==> src/rtl/pipe_pkg.sv <==
// Shared types and field layout for the elastic EX->MEM pipeline register.
package pipe_pkg;

  typedef enum logic [1:0] {
    EMPTY = 2'd0,
    ONE   = 2'd1,
    FULL  = 2'd2
  } pipe_state_t;

  // Default EX/MEM payload layout inside the DATA_W field.
  localparam int ALU_RES_MSB = 67;
  localparam int ALU_RES_LSB = 36;
  localparam int VAL_RM_MSB  = 35;
  localparam int VAL_RM_LSB  = 4;
  localparam int DEST_MSB    = 3;
  localparam int DEST_LSB    = 0;

  localparam int WB_EN_BIT    = 2;
  localparam int MEM_R_EN_BIT = 1;
  localparam int MEM_W_EN_BIT = 0;

endpackage

==> src/rtl/pipe_slot.sv <==
// One ctrl+data storage slot; ctrl can be killed independently of the payload.
module pipe_slot #(
  parameter int CTRL_W = 3,
  parameter int DATA_W = 68
) (
  input  logic              clk,
  input  logic              rst,
  input  logic              hold_i,
  input  logic              load_i,
  input  logic              clr_ctrl_i,
  input  logic [CTRL_W-1:0] ctrl_i,
  input  logic [DATA_W-1:0] data_i,
  output logic [CTRL_W-1:0] ctrl_o,
  output logic [DATA_W-1:0] data_o
);

  logic [CTRL_W-1:0] ctrl_q, ctrl_d;
  logic [DATA_W-1:0] data_q, data_d;

  always_comb begin
    // NOTE: every always_comb output gets a default first so no latch is inferred.
    ctrl_d = ctrl_q;
    data_d = data_q;
    if (!hold_i) begin
      if (load_i) begin
        ctrl_d = ctrl_i;
        data_d = data_i;
      end
      // Killing the control bits wins over a load; the payload is left alone.
      if (clr_ctrl_i) ctrl_d = '0;
    end
  end

  // NOTE: sequential state uses non-blocking assignments only, so all flops update together.
  always_ff @(posedge clk) begin
    if (rst) begin
      ctrl_q <= '0;
      data_q <= '0;
    end else begin
      ctrl_q <= ctrl_d;
      data_q <= data_d;
    end
  end

  assign ctrl_o = ctrl_q;
  assign data_o = data_q;

endmodule

==> src/rtl/exe_mem_pipe_reg.sv <==
// Elastic EX->MEM stage register: 2-entry skid buffer with freeze, flush and stall counting.
module exe_mem_pipe_reg
  import pipe_pkg::*;
#(
  parameter int CTRL_W = 3,
  parameter int DATA_W = 68,
  parameter int CNT_W  = 16
) (
  input  logic              clk,
  input  logic              rst,
  input  logic              in_valid,
  output logic              in_ready,
  input  logic [CTRL_W-1:0] in_ctrl,
  input  logic [DATA_W-1:0] in_data,
  output logic              out_valid,
  input  logic              out_ready,
  output logic [CTRL_W-1:0] out_ctrl,
  output logic [DATA_W-1:0] out_data,
  input  logic              freeze,
  input  logic              flush,
  output logic [1:0]        occupancy,
  output logic [CNT_W-1:0]  stall_cnt
);

  pipe_state_t       state_q, state_d;
  logic [CNT_W-1:0]  stall_cnt_q, stall_cnt_d;

  logic              in_fire, out_fire;
  logic              main_load, main_from_skid, main_clr;
  logic              skid_load, skid_clr, slot_hold;
  logic [CTRL_W-1:0] main_ctrl_in, skid_ctrl;
  logic [DATA_W-1:0] main_data_in, skid_data;

  // in_ready depends only on registered state and freeze, never on out_ready.
  assign in_ready  = (state_q != FULL) && !freeze;
  assign out_valid = (state_q != EMPTY) && !freeze;
  assign in_fire   = in_valid && in_ready;
  assign out_fire  = out_valid && out_ready;

  always_comb begin
    state_d        = state_q;
    main_load      = 1'b0;
    main_from_skid = 1'b0;
    main_clr       = 1'b0;
    skid_load      = 1'b0;
    skid_clr       = 1'b0;
    if (flush) begin
      state_d  = EMPTY;
      main_clr = 1'b1;
      skid_clr = 1'b1;
    end else if (!freeze) begin
      unique case (state_q)
        EMPTY: if (in_fire) begin
          state_d   = ONE;
          main_load = 1'b1;
        end
        ONE: begin
          if (in_fire && out_fire) begin
            main_load = 1'b1;
          end else if (in_fire) begin
            state_d   = FULL;
            skid_load = 1'b1;
          end else if (out_fire) begin
            state_d  = EMPTY;
            main_clr = 1'b1;
          end
        end
        FULL: if (out_fire) begin
          state_d        = ONE;
          main_load      = 1'b1;
          main_from_skid = 1'b1;
          skid_clr       = 1'b1;
        end
        default: state_d = EMPTY;
      endcase
    end
  end

  assign slot_hold    = freeze && !flush;
  assign main_ctrl_in = main_from_skid ? skid_ctrl : in_ctrl;
  assign main_data_in = main_from_skid ? skid_data : in_data;

  pipe_slot #(.CTRL_W(CTRL_W), .DATA_W(DATA_W)) u_main (
    .clk        (clk),
    .rst        (rst),
    .hold_i     (slot_hold),
    .load_i     (main_load),
    .clr_ctrl_i (main_clr),
    .ctrl_i     (main_ctrl_in),
    .data_i     (main_data_in),
    .ctrl_o     (out_ctrl),
    .data_o     (out_data)
  );

  pipe_slot #(.CTRL_W(CTRL_W), .DATA_W(DATA_W)) u_skid (
    .clk        (clk),
    .rst        (rst),
    .hold_i     (slot_hold),
    .load_i     (skid_load),
    .clr_ctrl_i (skid_clr),
    .ctrl_i     (in_ctrl),
    .data_i     (in_data),
    .ctrl_o     (skid_ctrl),
    .data_o     (skid_data)
  );

  // Stalls are counted while frozen too, but not on a flush edge.
  always_comb begin
    stall_cnt_d = stall_cnt_q;
    if (in_valid && !in_ready && !flush && (stall_cnt_q != {CNT_W{1'b1}}))
      stall_cnt_d = stall_cnt_q + CNT_W'(1);
  end

  always_ff @(posedge clk) begin
    if (rst) begin
      state_q     <= EMPTY;
      stall_cnt_q <= '0;
    end else begin
      state_q     <= state_d;
      stall_cnt_q <= stall_cnt_d;
    end
  end

  assign occupancy = 2'(state_q);
  assign stall_cnt = stall_cnt_q;

endmodule

==> config.mk <==
export PLATFORM = sky130hd
export DESIGN_NAME = exe_mem_pipe_reg
export DESIGN_NICKNAME = d
export VERILOG_FILES = /design/src/rtl/pipe_pkg.sv /design/src/rtl/pipe_slot.sv /design/src/rtl/exe_mem_pipe_reg.sv
export SDC_FILE = /design/constraint.sdc
export NUM_CORES = 1
export LEC_CHECK = 0
export CAP_MARGIN = 10
export CORE_MARGIN = 2
export CORE_UTILIZATION = 50
export DETAILED_ROUTE_END_ITERATION = 16
export PLACE_DENSITY = 0.85
export SKIP_CTS_REPAIR_TIMING = 1
export SYNTH_ARGS = -nofsm -noshare
export SYNTH_HDL_FRONTEND = slang
export SYNTH_SLANG_ARGS = --single-unit
==> constraint.sdc <==
create_clock -name clk -period 2 [get_ports clk]
set_clock_uncertainty 0.05 [all_clocks]
set_input_delay 0.3 -clock clk [delete_from_list [all_inputs] [get_ports clk]]
set_output_delay 0.3 -clock clk [all_outputs]
set_load 0.05 [all_outputs]
After elaboration in Yosys (flattened, before gate mapping)
Cells that the tools add are included.
{ "op_classes": {"addsub": 1, "multipliers": 0, "n_reduce_logical": 22, "eq_ne": 8, "div": 0, "muxes": 31, "bitwise_logic": 2, "n_shift": 0, "order_cmp": 0} }
{ "ops": {"columns": ["cell", "n"], "rows": [
  ["68-bit 2-to-1 mux", 1],
  ["1-bit 2-to-1 mux", 18],
  ["16-bit by 1-bit adder with 16-bit output (second input constant)", 1],
  ["16-bit inequality test (second input constant)", 1],
  ["3-bit 2-to-1 mux", 5],
  ["2-bit 2-to-1 mux", 5],
  ["1-bit logical AND", 9],
  ["2-bit inequality test (second input constant)", 4],
  ["2-bit AND reduction", 4],
  ["2-bit one-hot mux with 3 select lines", 1],
  ["2-bit nonzero test", 3],
  ["5-bit AND reduction", 1],
  ["1-bit zero test", 3],
  ["3-bit inequality test (second input constant)", 1],
  ["1-bit one-hot mux with 3 select lines", 1],
  ["2-bit by 1-bit == test with 1-bit output (second input constant)", 1],
  ["2-bit == test (second input constant)", 1],
  ["2-bit zero test", 1],
  ["1-bit NOT", 2],
  ["2-bit OR reduction", 1]
]} }
{ "word_totals": {"mem_count": 0, "output_inout_bits": 91, "rom_bits": 0, "register_bits": 160, "in_bits": 77, "ram_bits": 0, "word_cells": 70, "latchBits": 0} }

Longest topological paths before layout
{ "logic_depth": {"word_depth": 11, "depth_mapped": 8, "depth_no_buf": 5} }

Hierarchy
From an unflattened synthesis, not the netlist that was laid out.
{ "unflattened": {"hier_cells": 831, "area_unflattened_um2": 7229.4} }
{ "by_module_without_submodules": {"columns": ["module", "area_per_inst_um2", "cells_per_inst", "seq_area_each_um2", "n_inst"], "rows": [
  ["pipe_slot", 2610.0, 310, 1421.4, 2],
  ["exe_mem_pipe_reg", 2009.4, 211, 360.3, 1]
]} }

Worst setup path before layout
Ideal clock, no wire load.
{ "synth_path": {"path_kind": "reg-to-reg", "start": "register stall_cnt_q[0] (netlist: stall_cnt[0])", "end": "register stall_cnt_q[13] (netlist: stall_cnt[13])", "synth_period_minus_slack_ns": 2.043, "setup_time_ns": 0.121, "path_buffers": 0, "arrival_ns": 1.872, "slack_ns": -0.043, "required_time_ns": 1.829, "path_stages_with_launch": 6, "cell_sequence": "dfxtp_1 ha_1 nand2_1 nor4_1 nand4b_1 mux2_2"} }
{ "synth_between": {"elab_chain_cells": 2, "elab_cells_between_ends": 3, "cone_classes": "1 x add/sub; 1 x eq/ne; 1 x reduce/logical"} }
{ "synth_rtl": {"columns": ["element", "line", "source"], "rows": [
  ["start: declaration", "exe_mem_pipe_reg.sv:26", "logic [CNT_W-1:0] stall_cnt_q, stall_cnt_d;"],
  ["start signal: assignment", "exe_mem_pipe_reg.sv:120", "stall_cnt_q <= stall_cnt_d;"],
  ["parallel branches: the longest is 2 deep, another holds 16-bit by 1-bit adder with 16-bit output", null, null]
]} }
Several ways; the timed one is not identified.
A chain may end at the register's enable or synchronous reset.

Final worst setup path
{ "layout_path": {"start": "register u_main.data_q[45] (netlist: u_main.data_o[45])", "end": "output out_data[45]"} }
{ "layout_lines": {"columns": ["element", "line", "source"], "rows": [
  ["start: declaration", "pipe_slot.sv:18", "logic [DATA_W-1:0] data_q, data_d;"],
  ["start signal: assignment", "pipe_slot.sv:41", "data_q <= data_d;"],
  ["end: declaration", "exe_mem_pipe_reg.sv:18", "output logic [DATA_W-1:0] out_data,"]
]} }
No word-level cell between the ends.

==> results.txt <==
share of cells above drive strength 1 -> 0.101
register area share after synthesis -> 0.467
r2r setup slk -> 0.17 ns
met3 usage in global routing -> 0.0597
DR DRC count -> 0
die height -> 121 um
Inst Count DP -> 1156
Comb pwr share -> 0.135
CTS buffer count -> 17
Crit Path Max Fanout -> 2
DR pass1 iterations -> 5
Worst setup SP type -> flip-flop
Slew @ Worst Pin -> 0.608 ns
vias after detailed routing -> 6757
total power -> 0.00728 W
maximum vdd drop -> 0.611 mV
ant diodes -> 0
gr usage total -> 0.255
global-route wire length before repair -> 30.0 mm
synthesis-to-finish area growth -> 37.6%
initial detailed-routing violation count -> 719
min cycle time layout -> 1.97 ns
Synth Area in XOR/XNOR -> 0.00128
power density over the cells -> 772 nW/um^2
clk sinks -> 160
Clk pwr share -> 0.409
initial antenna violation count -> 0
Setup CP Type -> flip-flop to output port
dpl hpwl -> 11.9 mm
Non-Filler Instances -> 1188
Net Sw Power -> 0.00188 W
asr flop ratio synth -> 0
Core Rows -> 42
RR Startpoint -> occupancy[0]
synthesized flop and latch total -> 160
Static Leak -> 3.49 nW
Post-Syn Area -> 6860 um^2
maxcap violations -> 0
die area -> 14700 um^2
CTS tree -> done
clock latency on the worst-skew pair -> 0.42 ns
mux contribution to synthesized area -> 0.00164
vias in the first global route -> 6014
Seq pwr share -> 0.456
Slew Limit Fails -> 0
P_int -> 0.00540 W
boundary pin count -> 168
Detailed Route WL -> 19.0 mm
GR Layer Usage met1 -> 0.335
WHS -> 0.343 ns
final hold violation count -> 0
Final ANT Viol Nets -> 0
largest family of logic cells by synthesized area -> compound AO/OA/AOI/OAI gates
hold path cells -> 2
Final period util -> 0.983
routed vias/inst -> 5.69
Endpoint, Worst Hold -> u_skid.data_o[15]
M2 GR Usage -> 0.407
most common cell after layout, fill and taps aside -> nand2_1
Setup-failing EPs final -> 0
worst-path cell chain -> clkdlybuf4s50_1
HP Class -> primary input to flip-flop
CP required -> 1.65 ns
number of synthesized flops with an enable pin -> 0
fin util -> 0.710
Final Wtd Congestion -> 0.944
worst hold start -> rst
Worst R2R End -> u_main.data_o[29]
unrepaired setup endpoints after global routing -> false
layer with the highest usage -> met2
Sw Share -> 0.259
post-synthesis adder-cell area fraction -> 0.00182
Root Driver -> clkbuf_16
Synth Area in Simple Gates -> 0.217
Worst-path clk slew -> 0.06 ns
Fmax -> 0.508 GHz
Die W -> 121 um
crit-path max cell delay -> 0.82 ns
Synth Net Count -> 928
Post-Syn Instances -> 850
synthesized area per cell -> 8.07 um^2
DR WL/cell -> 16.0 um
max_slew headroom -> 0.595
Final #Nets -> 1077
FILL cells -> 1045
Main synth FF type -> dfxtp_1
Synth Warn # -> 0
Worst setup EP type -> output port
critical path buffer and inverter count -> 1
design area -> 9440 um^2
grt total ovfl -> 0
crit path DAT -> 1.62 ns
commonest non-fill, non-tap cells in the layout -> nand2_1 (280), dfxtp_1 (158), a21oi_1 (154)
htree depth -> 4
Compound-Gate Fraction of Synth Area -> 0.249
slowest cell on the critical path -> clkdlybuf4s50_1
Crit path max-delay family -> buffers and inverters
placed inst area -> 8850 um^2
r2r worst-path depth -> 5
Clock Path Buffers -> 2
initial core utilization -> 0.516
IO Port Bufs -> 167
largest net degree at the start of global routing -> 56
core area -> 13300 um^2
status -> completed
unique cell type count in the Yosys netlist -> 57
==> registers in the layout, summed over array words and instances, names as in the netlist <==
signal / flops
u_main.data_o: 68
u_skid.data_o: 68
stall_cnt: 16
u_main.ctrl_o: 3
u_skid.ctrl_o: 3
occupancy: 2
==> worst max-delay path by stage <==
stage | start | depth (start not counted) | slack, ns | endpoint
after floorplan | stall_cnt[6] | 5 | 0.03 | stall_cnt[1]
after global placement | freeze | 6 | 0.0004 | u_main.data_o[66]
after detailed placement | out_ready | 8 | -0.07 | u_skid.data_o[13]
after CTS | stall_cnt[6] | 1 | -0.08 | stall_cnt[6]
after global routing | u_main.data_o[67] | 1 | 0.001 | out_data[67]
final | u_main.data_o[45] | 1 | 0.03 | out_data[45]
==> cell families after synthesis <==
kind of cell    count (synthesis)
simple gates                  344
xor+xnor                        1
buf+inv                        82
flops                         160
compound gates                261
mux                             1
fa+ha+maj                       1
==> cells in the mapped netlist (2+ instances only) <==
cell | instances | share of area
a311oi_1 | 63 | 0.080
clkbuf_1 | 34 | 0.019
or4_1 | 6 | 0.0066
nand3_1 | 9 | 0.0066
buf_4 | 17 | 0.019
and4_1 | 2 | 0.0026
a211oi_1 | 4 | 0.0044
o21bai_1 | 2 | 0.0022
o41ai_1 | 2 | 0.0026
buf_2 | 22 | 0.016
nand2_1 | 280 | 0.15
dfxtp_1 | 160 | 0.47
nor3_1 | 4 | 0.0029
a41oi_1 | 2 | 0.0026
o31ai_1 | 6 | 0.0066
inv_1 | 6 | 0.0033
o21ai_2 | 2 | 0.0026
a21oi_1 | 154 | 0.11
nand4_1 | 3 | 0.0027
nand2b_1 | 2 | 0.0018
nor2_1 | 11 | 0.0060
buf_6 | 3 | 0.0049
o211ai_1 | 3 | 0.0033
o2111ai_1 | 4 | 0.0051
nor2b_1 | 4 | 0.0036
a311oi_2 | 6 | 0.013
and3_1 | 4 | 0.0036
o21ai_0 | 6 | 0.0044
==> power groups by stage <==
stage	combinational (W)	clock, W	sequential [W]
after floorplan	0.000297	0	0.00363
after global placement	0.000972	0	0.00339
after detailed placement	0.000982	0	0.00339
after CTS	0.000987	0.00302	0.00332
after global routing	0.00104	0.00316	0.00333
final	0.000986	0.00298	0.00332
==> layer usage <==
layer  vias up  wire [um]
li1       3295          -
met1      3157       7940
met2       273       9280
met3        32       1390
met4         0        432
met5         -          0
==> metrics by stage <==
stage	TNS, ns	setup slack (ns)
after CTS	-0.484	-0.0803
after detailed placement	-2.35	-0.0661
final	0	0.0332
after global placement	0	0.000424
after global routing	0	0.00118
after floorplan	0	0.0348
==> layout make-up <==
| type | count | area, um^2 | area share |
|---|---|---|---|
| well taps | 176 | 220 | 0.0233 |
| multi-input cells | 608 | 3270 | 0.346 |
| inverters | 6 | 22.5 | 0.00239 |
| clock buffers | 21 | 450 | 0.0477 |
| flip-flops and latches | 160 | 3210 | 0.340 |
| clock inverters | 11 | 88.8 | 0.00942 |
| repair buffers | 206 | 2180 | 0.231 |
Note: power is estimated with default switching activity, not from simulation.
==> patch (same settings) <==
Register the output `stall_cnt` once more, with the module's reset; this adds one clock of latency there. The other outputs are not delayed to match.
--- a/src/rtl/exe_mem_pipe_reg.sv
+++ b/src/rtl/exe_mem_pipe_reg.sv
@@ -122,7 +122,13 @@
   end
 
   assign occupancy = 2'(state_q);
-  assign stall_cnt = stall_cnt_q;
+  always_ff @(posedge clk) begin
+    if (rst) begin
+      stall_cnt <= '0;
+    end else begin
+      stall_cnt <= stall_cnt_q;
+    end
+  end
 
 endmodule
 
Function: changed (Yosys sat finds a counterexample within 4 cycles, from zero or initial values and one cycle with rst high).
==> patch against the unedited design <==
Routed wire length grew 1.9%; area after synthesis grew 5.8%; total power grew 7.7%; sequential cell count grew 16; largest cell class is now sequential cells; via count grew 3.3%; final cell count grew 4.4%; design area grew 5.3%; critical path type unchanged; setup slack gained 0.0037 ns.
==> patch: results (changes against the unedited design) <==
• **result of the run** completed
• **vias in the first global route** 6486, +7.8%
• **number of stages on the worst hold path** 2, unchanged
• **final HPWL from detailed placement** 12040 um, +0.88%
• **vias per inst** 5.628, -1.0%
• **Worst IR Drop VDD** 0.0005685 V, -7.0%
• **hold slack final** 0.3344 ns, -0.008470 ns
• **initial antenna violation count** 0, unchanged
• **Post-Syn Nets** 965, +4.0%
• **register area share after synthesis** 48.56%, +1.9 points
• **mean instance size in the synthesized netlist** 8.180 um^2, +1.4%
• **Post-Place Cell Area** 9329 um^2, +5.4%
• **routability-driven placement congestion ratio** 0.8620, -8.7%
• **Worst Hold Class** in -> reg
• **wire length per cell** 15.65 um, -2.4%
• **insertion delay of the later-clocked pin in the worst-skew pair** 0.43 ns
• **filler cell count** 1117, +6.9%
• **actual slew at the worst max-slew pin** 0.6338 ns, +0.02607 ns
• **number of buffers inserted by port buffering** 167, unchanged
• **distinct cell type count of the synthesized netlist** 54, -5.3%
• **worst slack after detailed placement** -0.1696 ns, -0.1035 ns
• **maximum number of pins on one net before global-route repair** 69, +23%
• **first-pass GRT wire length** 31980 um, +6.7%
• **overall routing resource usage** 24.90%, -0.63 points
• **worst reg2reg path startpoint** occupancy[0]
• **end of the worst hold path** stall_cnt[0]
• **R2R setup slack** 0.10 ns, -0.07 ns
• **proportion of layout cells with a drive suffix above 1** 10.04%, -0.041 points
• **FF-to-FF End** stall_cnt_q[13]
• **maximum fanout encountered on the critical timing path** 2, unchanged
• **cell count of the worst reg-to-reg path** 4, -1
• **maximum root-to-sink buffer count** 2, unchanged
• **delay of the slowest cell on the worst path** 0.82 ns, about the same
• **leakage** 3.611 nW, +3.5%
• **clock slew at reported path FFs** 0.06 ns, about the same
• **final wirelength** 19410 um, +1.9%
• **diodes inserted** 0, unchanged
• **number of nets in the finished design** 1121, +4.1%
• **biggest area contributors in the synthesized netlist** dfxtp_1 (49%), nand2_1 (14%), a21oi_1 (9.6%), a311oi_1 (8.2%), buf_2 (2.1%)
• **worst path setup slack after routing** 0.03694 ns, +0.003690 ns
• **DRC violation total after the first TritonRoute iteration** 644, -10%
• **top cell types by occurrence after synthesis** nand2_1 (280), dfxtp_1 (176), a21oi_1 (139), a311oi_1 (68), clkbuf_1 (37)
• **final core utilization** 69.15%, -1.8 points
==> patch: cell count changes in the layout (fill, tap and decap cells not counted), sizes merged, moves of 5 or more <==
cell and delta:
a21oi -15, or4 -6, nor2 +13, dfxtp +16
nor2b +11, clkdlybuf4s50 +8, dlymetal6s2s -5, mux2 +9
nor4b +7, o31ai -6
==> patch: final cells by class <==
type | instances | area share (%)
Multi-Input combinational cell | 626 | 33.99
Clock inverter | 12 | 1.096
Timing Repair Buffer | 213 | 22.06
Clock buffer | 20 | 4.697
Inverter | 9 | 0.3400
Sequential cell | 176 | 35.50
Tap cell | 184 | 2.317
==> patch: cell families (layout without fill, tap and decap cells) <==
group,Yosys count,in the layout,share of synthesized area [%]
AOI/OAI and AO/OA,244,244,21.66
adders and majority gates,1,1,0.1724
DFF,176,176,48.56
and+or+nand+nor,371,371,22.66
buffers and inverters,85,254,5.397
muxes,10,10,1.552
==> patch: routing by layer <==
metal | track usage [%] | share of wire (%)
met1 | 31.47 | 43
met2 | 41.08 | 48
met3 | 5.455 | 6.6
met4 | 10.64 | 2.4
met5 | 0 | 0
==> patch: power by group <==
group	leakage [nW]	total [mW]	switching, mW	internal [mW]
registers	1.43	3.64	0.0514	3.59
clock network	0.271	3.23	1.42	1.81
logic	1.91	0.978	0.578	0.399
total	3.61	7.85	2.05	5.80
==> patch: how the worst max path moves through the flow <==
stage	startpoint	endpoint	cells past startpoint
2_1_floorplan	occupancy[1]	stall_cnt_q[13]	6
3_3_place_gp	in_valid	stall_cnt_q[9]	6
3_5_place_dp	out_ready	u_main.data_o[31]	6
4_1_cts	occupancy[1]	occupancy[1]	2
5_1_grt	u_main.data_o[16]	out_data[16]	1
6_report	u_main.data_o[16]	out_data[16]	1
